[config.mk]
export PLATFORM = sky130hd
export DESIGN_NAME = pipe_stage_reg
export DESIGN_NICKNAME = d
export VERILOG_FILES = /design/src/rtl/pipe_pkg.sv /design/src/rtl/pipe_slot.sv /design/src/rtl/pipe_stage_reg.sv
export SDC_FILE = /design/constraint.sdc
export NUM_CORES = 1
export LEC_CHECK = 0
export BUFFER_PORTS_ARGS = -buffer_cell sky130_fd_sc_hd__buf_2
export CORE_MARGIN = 2
export CORE_UTILIZATION = 35
export CTS_CLUSTER_DIAMETER = 50
export CTS_CLUSTER_SIZE = 12
export DETAILED_ROUTE_END_ITERATION = 7
export GPL_TIMING_DRIVEN = 0
export HOLD_SLACK_MARGIN = 0.05
export PLACE_DENSITY = 0.67
export SLEW_MARGIN = 20
export SYNTH_ARGS = -nofsm -noshare
export SYNTH_HDL_FRONTEND = slang
export SYNTH_SLANG_ARGS = --single-unit
[constraint.sdc]
create_clock -name clk -period 17.09 [get_ports clk]
set_clock_uncertainty 0.05 [all_clocks]
set_input_delay 1.709 -clock clk [delete_from_list [all_inputs] [get_ports clk]]
set_output_delay 1.709 -clock clk [all_outputs]
set_load 0.03 [all_outputs]
[src/rtl/pipe_pkg.sv]
// Shared types and default widths for the flushable pipeline-stage register.
package pipe_pkg;

  typedef enum logic [1:0] {
    ST_EMPTY,
    ST_FULL,
    ST_SKID
  } stage_state_t;

  localparam int PIPE_DATA_W      = 96;
  localparam int PIPE_CTRL_W      = 8;
  localparam int PIPE_STALL_CNT_W = 16;

endpackage

[src/rtl/pipe_slot.sv]
// One valid+payload+ctrl register; clear kills the entry but leaves the payload in place.
module pipe_slot
  import pipe_pkg::*;
#(
  parameter int DATA_W = PIPE_DATA_W,
  parameter int CTRL_W = PIPE_CTRL_W
) (
  input  logic              clk,
  input  logic              reset,
  input  logic              load,
  input  logic              clear,
  input  logic [DATA_W-1:0] d_data,
  input  logic [CTRL_W-1:0] d_ctrl,
  output logic              valid,
  output logic [DATA_W-1:0] data,
  output logic [CTRL_W-1:0] ctrl
);

  logic              valid_q, valid_d;
  logic [DATA_W-1:0] data_q, data_d;
  logic [CTRL_W-1:0] ctrl_q, ctrl_d;

  // Clear wins over load so an entry accepted during a flush is dropped.
  always_comb begin
    valid_d = valid_q;
    data_d  = data_q;
    ctrl_d  = ctrl_q;
    if (clear) begin
      valid_d = 1'b0;
    end else if (load) begin
      valid_d = 1'b1;
      data_d  = d_data;
      ctrl_d  = d_ctrl;
    end
  end

  always_ff @(posedge clk or posedge reset) begin
    if (reset) begin
      valid_q <= 1'b0;
      data_q  <= '0;
      ctrl_q  <= '0;
    end else begin
      valid_q <= valid_d;
      data_q  <= data_d;
      ctrl_q  <= ctrl_d;
    end
  end

  assign valid = valid_q;
  assign data  = data_q;
  assign ctrl  = ctrl_q;

endmodule

[src/rtl/pipe_stage_reg.sv]
// Flushable valid/ready pipeline-stage register with optional skid buffer and stall counter.
module pipe_stage_reg
  import pipe_pkg::*;
#(
  parameter int DATA_W      = PIPE_DATA_W,
  parameter int CTRL_W      = PIPE_CTRL_W,
  parameter bit SKID        = 1'b1,
  parameter int STALL_CNT_W = PIPE_STALL_CNT_W
) (
  input  logic                   clk,
  input  logic                   reset,
  input  logic                   flush,
  input  logic                   in_valid,
  output logic                   in_ready,
  input  logic [DATA_W-1:0]      in_data,
  input  logic [CTRL_W-1:0]      in_ctrl,
  output logic                   out_valid,
  input  logic                   out_ready,
  output logic [DATA_W-1:0]      out_data,
  output logic [CTRL_W-1:0]      out_ctrl,
  output logic [STALL_CNT_W-1:0] stall_cnt
);

  if (DATA_W < 1) begin : g_bad_data_w
    $error("pipe_stage_reg: DATA_W must be at least 1");
  end
  if (CTRL_W < 1) begin : g_bad_ctrl_w
    $error("pipe_stage_reg: CTRL_W must be at least 1");
  end
  if (STALL_CNT_W < 1) begin : g_bad_stall_w
    $error("pipe_stage_reg: STALL_CNT_W must be at least 1");
  end

  logic              accept, drain;
  logic              main_valid, main_load, main_clear;
  logic [DATA_W-1:0] main_data, main_d_data;
  logic [CTRL_W-1:0] main_ctrl, main_d_ctrl;

  assign accept     = in_valid & in_ready;
  assign drain      = main_valid & out_ready;
  assign main_clear = flush | (drain & ~main_load);

  pipe_slot #(.DATA_W(DATA_W), .CTRL_W(CTRL_W)) u_main (
    .clk    (clk),
    .reset  (reset),
    .load   (main_load),
    .clear  (main_clear),
    .d_data (main_d_data),
    .d_ctrl (main_d_ctrl),
    .valid  (main_valid),
    .data   (main_data),
    .ctrl   (main_ctrl)
  );

  if (SKID) begin : g_skid
    stage_state_t      state_q, state_d;
    logic              in_ready_q, in_ready_d;
    logic              skid_load, skid_clear, skid_valid, sel_skid;
    logic [DATA_W-1:0] skid_data;
    logic [CTRL_W-1:0] skid_ctrl;

    pipe_slot #(.DATA_W(DATA_W), .CTRL_W(CTRL_W)) u_skid (
      .clk    (clk),
      .reset  (reset),
      .load   (skid_load),
      .clear  (skid_clear),
      .d_data (in_data),
      .d_ctrl (in_ctrl),
      .valid  (skid_valid),
      .data   (skid_data),
      .ctrl   (skid_ctrl)
    );

    always_comb begin
      state_d    = state_q;
      main_load  = 1'b0;
      sel_skid   = 1'b0;
      skid_load  = 1'b0;
      skid_clear = 1'b0;
      if (flush) begin
        state_d    = ST_EMPTY;
        skid_clear = 1'b1;
      end else begin
        case (state_q)
          ST_EMPTY: begin
            if (accept) begin
              main_load = 1'b1;
              state_d   = ST_FULL;
            end
          end
          ST_FULL: begin
            if (accept && drain) begin
              main_load = 1'b1;
            end else if (accept) begin
              skid_load = 1'b1;
              state_d   = ST_SKID;
            end else if (drain) begin
              state_d = ST_EMPTY;
            end
          end
          ST_SKID: begin
            if (drain && skid_valid) begin
              main_load  = 1'b1;
              sel_skid   = 1'b1;
              skid_clear = 1'b1;
              state_d    = ST_FULL;
            end
          end
          default: state_d = ST_EMPTY;
        endcase
      end
      in_ready_d = (state_d != ST_SKID);
    end

    always_ff @(posedge clk or posedge reset) begin
      if (reset) begin
        state_q    <= ST_EMPTY;
        in_ready_q <= 1'b1;
      end else begin
        state_q    <= state_d;
        in_ready_q <= in_ready_d;
      end
    end

    assign in_ready    = in_ready_q;
    assign main_d_data = sel_skid ? skid_data : in_data;
    assign main_d_ctrl = sel_skid ? skid_ctrl : in_ctrl;
  end else begin : g_noskid
    assign in_ready    = out_ready | ~main_valid;
    assign main_load   = accept & ~flush;
    assign main_d_data = in_data;
    assign main_d_ctrl = in_ctrl;
  end

  logic [STALL_CNT_W-1:0] stall_cnt_q, stall_cnt_d;

  // Saturating; flush deliberately leaves it alone.
  always_comb begin
    stall_cnt_d = stall_cnt_q;
    if (main_valid && !out_ready && (stall_cnt_q != {STALL_CNT_W{1'b1}})) begin
      stall_cnt_d = stall_cnt_q + STALL_CNT_W'(1);
    end
  end

  always_ff @(posedge clk or posedge reset) begin
    if (reset) begin
      stall_cnt_q <= '0;
    end else begin
      stall_cnt_q <= stall_cnt_d;
    end
  end

  assign out_valid = main_valid;
  assign out_data  = main_data;
  assign out_ctrl  = main_valid ? main_ctrl : '0;
  assign stall_cnt = stall_cnt_q;

endmodule

# Word-level counts from Yosys, hierarchy flattened
# Index checks and enable logic that the tools add are counted.
# op_classes
add_sub_neg	1
eq_ne	4
mux	25
n_bitwise	7
n_reduce_logical	10
# ops
op	n
2-to-1 mux 96 bit	1
adder 16 x 1 -> 16 bit, second input constant	1
2-to-1 mux 8 bit	2
inequality test 16 bit, second input constant	1
2-to-1 mux 1 bit	14
2-to-1 mux 2 bit	6
one-hot mux 2 bit (3 select lines)	1
logical AND 1 bit	4
AND reduction 2 bit	2
nonzero test 2 bit	2
AND 1 bit	3
inverter 1 bit	3
one-hot mux 1 bit (3 select lines)	1
== test 2 x 1 -> 1 bit, second input constant	1
== test 2 bit, second input constant	1
zero test 2 bit	1
inequality test 2 bit, second input constant	1
zero test 1 bit	1
OR 1 bit	1
# word_totals
register_bits	229
inputBits	109
output_inout_bits	122
elab_cells	56

# Depth between registers and ports, before layout
# depth
depth_word	10
mapped_depth	6
depth_no_buf	5

# Hierarchy
# From an unflattened synthesis, not the netlist that was laid out.
# unflattened
cells_unflattened	672
hier_area_um2	11003.1
# modules_own_cells
module	n_inst	cells_each	area_each_um2	seq_area_each_um2
pipe_slot	2	225	4182.8	2627.5
pipe_stage_reg	1	222	2637.5	476.7

# Worst setup path after synthesis
# OpenSTA, ideal clock, no wires.
# synth_path
path_type	input port to flip-flop
start	in out_ready
end	reg u_main.data_q[50], in the netlist u_main.data[50]
setup_time_ps	127
arrival_ps	3134
t_required_ps	16913
setup_slack_ps	13779
cell_stages	6
n_path_buf	2
path_cell_list	and3_1 -> nor3b_2 -> buf_6 -> buf_2 -> mux2_1 -> mux2_1
# synth_via
elab_chain_len	10
word_cells_on_any_way	15
cone_classes	7 x mux; 5 x bitwise; 3 x reduce/logical
# synth_lines
item	line_no	source
from (decl)	pipe_stage_reg.sv:18	input logic out_ready,
AND 1 bit *	pipe_stage_reg.sv:40	assign drain = main_valid & out_ready;
logical AND 1 bit (on tied branches)	pipe_stage_reg.sv:102, pipe_stage_reg.sv:92	
2-to-1 mux 1 bit (on tied branches)	pipe_stage_reg.sv:102, pipe_stage_reg.sv:92	
one-hot mux 1 bit (3 select lines)	pipe_stage_reg.sv:84	case (state_q)
2-to-1 mux 1 bit	pipe_stage_reg.sv:80	if (flush) begin
inverter 1 bit	pipe_stage_reg.sv:41	assign main_clear = flush | (drain & ~main_load);
AND 1 bit	pipe_stage_reg.sv:41	
OR 1 bit	pipe_stage_reg.sv:41	
inverter 1 bit (no line)	--	
AND reduction 2 bit (no line)	--	
to (signal assigned)	pipe_slot.sv:44	data_q <= data_d;
to (decl)	pipe_slot.sv:20	logic [DATA_W-1:0] data_q, data_d;
# Mark *: on every way between the ends. The rest lies on a longest branch, timed or not.
# A chain may end at the register's enable or synchronous reset.

# Worst setup path in the final report
# layout_path
start	reg u_main.valid_q, in the netlist u_main.valid
end	out out_ctrl[6]
# layout_via
elab_chain_len	1
# layout_lines
item	line_no	source
from (decl)	pipe_slot.sv:19	logic valid_q, valid_d;
from (signal assigned)	pipe_slot.sv:43	valid_q <= valid_d;
2-to-1 mux 8 bit	pipe_stage_reg.sv:155	assign out_ctrl = main_valid ? main_ctrl : '0;
to (decl)	pipe_stage_reg.sv:20	output logic [CTRL_W-1:0] out_ctrl,
# Every way passes these cells.

==> reports/qor.txt <==
worst setup margin: 13580 ps
num ports: 231
cell total after placement: 1276
crit path DAT: 1750 ps
fin crit share: 0.2053
fin cells: 1325
Area after DPL: 0.01175 sq mm
vias in the first global route: 6645
vias per cell: 4.715
Die Area: 0.03012 sq mm
number of hold buffers added after cts: 0
Slew HR: 0.6118
Syn Area/Cell: 15.22 sq um
pin count of the biggest net entering global routing: 85
HPWL after DPL: 15290 microns
Pwr Total: 1.988 mW
Fill cells: 2632
GPL Wtd Cong: 0.7435
design area: 0.01269 sq mm
first-pass GRT wire length: 35580 microns
initial cell density of the core: 0.3534
critical path class: reg -> out
DR DRC count: 0
adder-cell share of the synthesized area: 0.001244
Yosys Warn Count: 0
Max clock buf depth: 3
Mapped Cells: 661
Syn-to-layout area delta: 26.12%
Vias: 6247
crit start category: flop
RSZ-0062 raised after global routing: no
Num CTS Buffers: 29
cells along the critical path: clkbuf_1, and2_1, buf_2
share of layout cells above drive strength 1: 0.6404
Least-Margin Pin Slew: 574.3 ps
Post-Place Worst Slack: 13070 ps
drt pass-1 iters: 4
starting DRC count in detailed routing: 180
setup violators final: 0
CTS tree: done
post-cts resize count: 0
outcome: completed
fmax: 0.2850 GHz
# rows: 62
CTS clk-pin slew, worst paths: 60 ps
Cell variety after synth: 39
final antenna-violating net count: 0
chip width: 173.5 microns
register area share after synthesis: 0.5697
Hold Path Class: reg -> reg
# clock sinks: 229
final hold violations: 0
initial antenna violation count: 3
Final min period: 3509 ps
area of the core: 0.02847 sq mm
worst hold margin: 428.3 ps
CP max stage delay: 430 ps
top_reg_cell synth: dfrtp_1
compound-gate portion of the synthesized area: 0.01057
I/O Buffers: 229
H-tree Lvls: 1
flops & latches, synth: 229
power density over the cells: 156.6 mW/mm^2
CP Capture Type: output pin
Core Util, Final: 0.4457
final wirelength: 21950 microns
max-slew violation count: 0
leak pwr: 5.734 nW
WP data required: 15330 ps
Max-Cap Viols: 0
Setup Buffers After CTS: 0
met3 usage: 0.05899
largest family of logic cells by synthesized area: multiplexers
met2 Use GR: 0.2330
mux share of post-synthesis cell area: 0.3503
clock root cell: clkbuf_16
Post-Synth Simple-Gate Area: 0.03345
later-pin clock latency in the skew report: 530 ps
global route hottest layer: met2
Post-synth EDFFs: 0
Worst path slowest cell: dfrtp_1
met1 global-route usage: 0.1865
DR WL/cell: 16.57 microns
remaining global-route overflow: 0
global router's overall resource usage: 0.1465
maximum VDD drop: 132.8 uV
Die Ht: 173.5 microns
Synth async-reset ratio: 1.000
NumNets Final: 1033
Sum Neg Setup Slack: 0 ps
Syn Nets: 771
xor and xnor fraction of the mapped netlist area: 0.01045
CP max FO: 10
synthesized area: 0.01006 sq mm
==> critical path, delay by kind of cell, from the launching register on <==
| kind | cells | cell delay, ps |
|---|---|---|
| buf+inv | 2 | 580 |
| flops | 1 | 430 |
| simple gates | 1 | 210 |
==> Yosys cell counts, types with 3 or more instances <==
| cell | count | share of area |
|---|---|---|
| and2_1 | 8 | 0.0050 |
| buf_6 | 8 | 0.0090 |
| nand3_1 | 5 | 0.0025 |
| dfrtp_1 | 228 | 0.57 |
| buf_4 | 5 | 0.0037 |
| nor2_1 | 8 | 0.0030 |
| nor4_1 | 4 | 0.0025 |
| xor2_1 | 9 | 0.0078 |
| xnor2_1 | 3 | 0.0026 |
| buf_2 | 21 | 0.010 |
| a21oi_1 | 4 | 0.0020 |
| nand2_1 | 5 | 0.0019 |
| mux2_1 | 28 | 0.031 |
| nand4_1 | 5 | 0.0031 |
| nand2b_1 | 4 | 0.0025 |
| mux2_2 | 285 | 0.32 |
| a31oi_1 | 3 | 0.0019 |
==> kinds of logic after synthesis <==
logic type | Yosys count
compound gates | 15
xor+xnor | 12
flops | 229
mux | 313
simple gates | 54
fa+ha+maj | 1
buf+inv | 37
==> sequential cells by signal, summed over array words and instances (netlist names) <==
name                 flops
g_skid.state_q           2
g_skid.u_skid.ctrl       8
g_skid.u_skid.data      96
g_skid.u_skid.valid      1
in_ready                 1
stall_cnt               16
u_main.ctrl              8
u_main.data             96
u_main.valid             1
==> final cells by class <==
| class | instances | area (sq um) | share of cell area |
|---|---|---|---|
| flip-flops and latches | 229 | 5732 | 0.4517 |
| multi-input cells | 395 | 4085 | 0.3220 |
| diodes | 1 | 2.502 | 0.0001972 |
| clock buffers | 36 | 792.0 | 0.06242 |
| clock inverters | 12 | 143.9 | 0.01134 |
| repair buffers | 231 | 1201 | 0.09467 |
| inverters | 2 | 15.01 | 0.001183 |
| well taps | 384 | 480.5 | 0.03787 |
| plain buffers | 35 | 236.5 | 0.01864 |
==> layout by cell type (no fill, tap or decap), types with 2 or more instances in the layout <==
cell type and count:
mux2_2 285, mux2_1 28, clkbuf_1 4, clkinvlp_4 2, nand4_1 5, o21a_1 2, inv_6 3, xor2_1 9
inv_8 2, and3_1 2, and2_1 8, nand2b_1 4, buf_2 250, dfrtp_1 228, buf_6 8, nor2_1 8
a31oi_1 3, a211oi_1 2, nor3_1 2, nand2_1 5, clkbuf_8 4, clkbuf_16 29, bufinv_16 2, buf_16 2
and4b_1 2, a21oi_1 4, xnor2_1 3, buf_4 5, clkinv_4 3, nor4_1 4, nand3_1 5
==> routing by layer <==
metal | share of wire | vias to the layer above
met5 | 0.0013 | -
met4 | 0.019 | 6
met3 | 0.098 | 39
met2 | 0.45 | 183
met1 | 0.43 | 3100
li1 | - | 2919
==> path summary, 6_finish.rpt <==
check	slack, ps	endpoint	cells after the start	from
worst max-delay path	13580	out_ctrl[6]	3	u_main.valid
worst min-delay path	430	u_main.data[39]	1	u_main.data[39]
worst max register to register	14600	u_main.data[50]	6	u_main.valid
worst min register to register	430	u_main.data[39]	1	u_main.data[39]
max in group asynchronous	15050	u_main.data[85]	3	reset
min in group asynchronous	1160	u_main.data[2]	2	reset
==> power by group <==
part | internal, mW | leakage [nW] | total, mW | switching [mW]
Sequential | 0.753 | 2.75 | 0.853 | 0.0999
Clock | 0.359 | 0.454 | 0.596 | 0.237
Combinational | 0.242 | 2.53 | 0.539 | 0.297
Power figures use the tool's default switching activity.
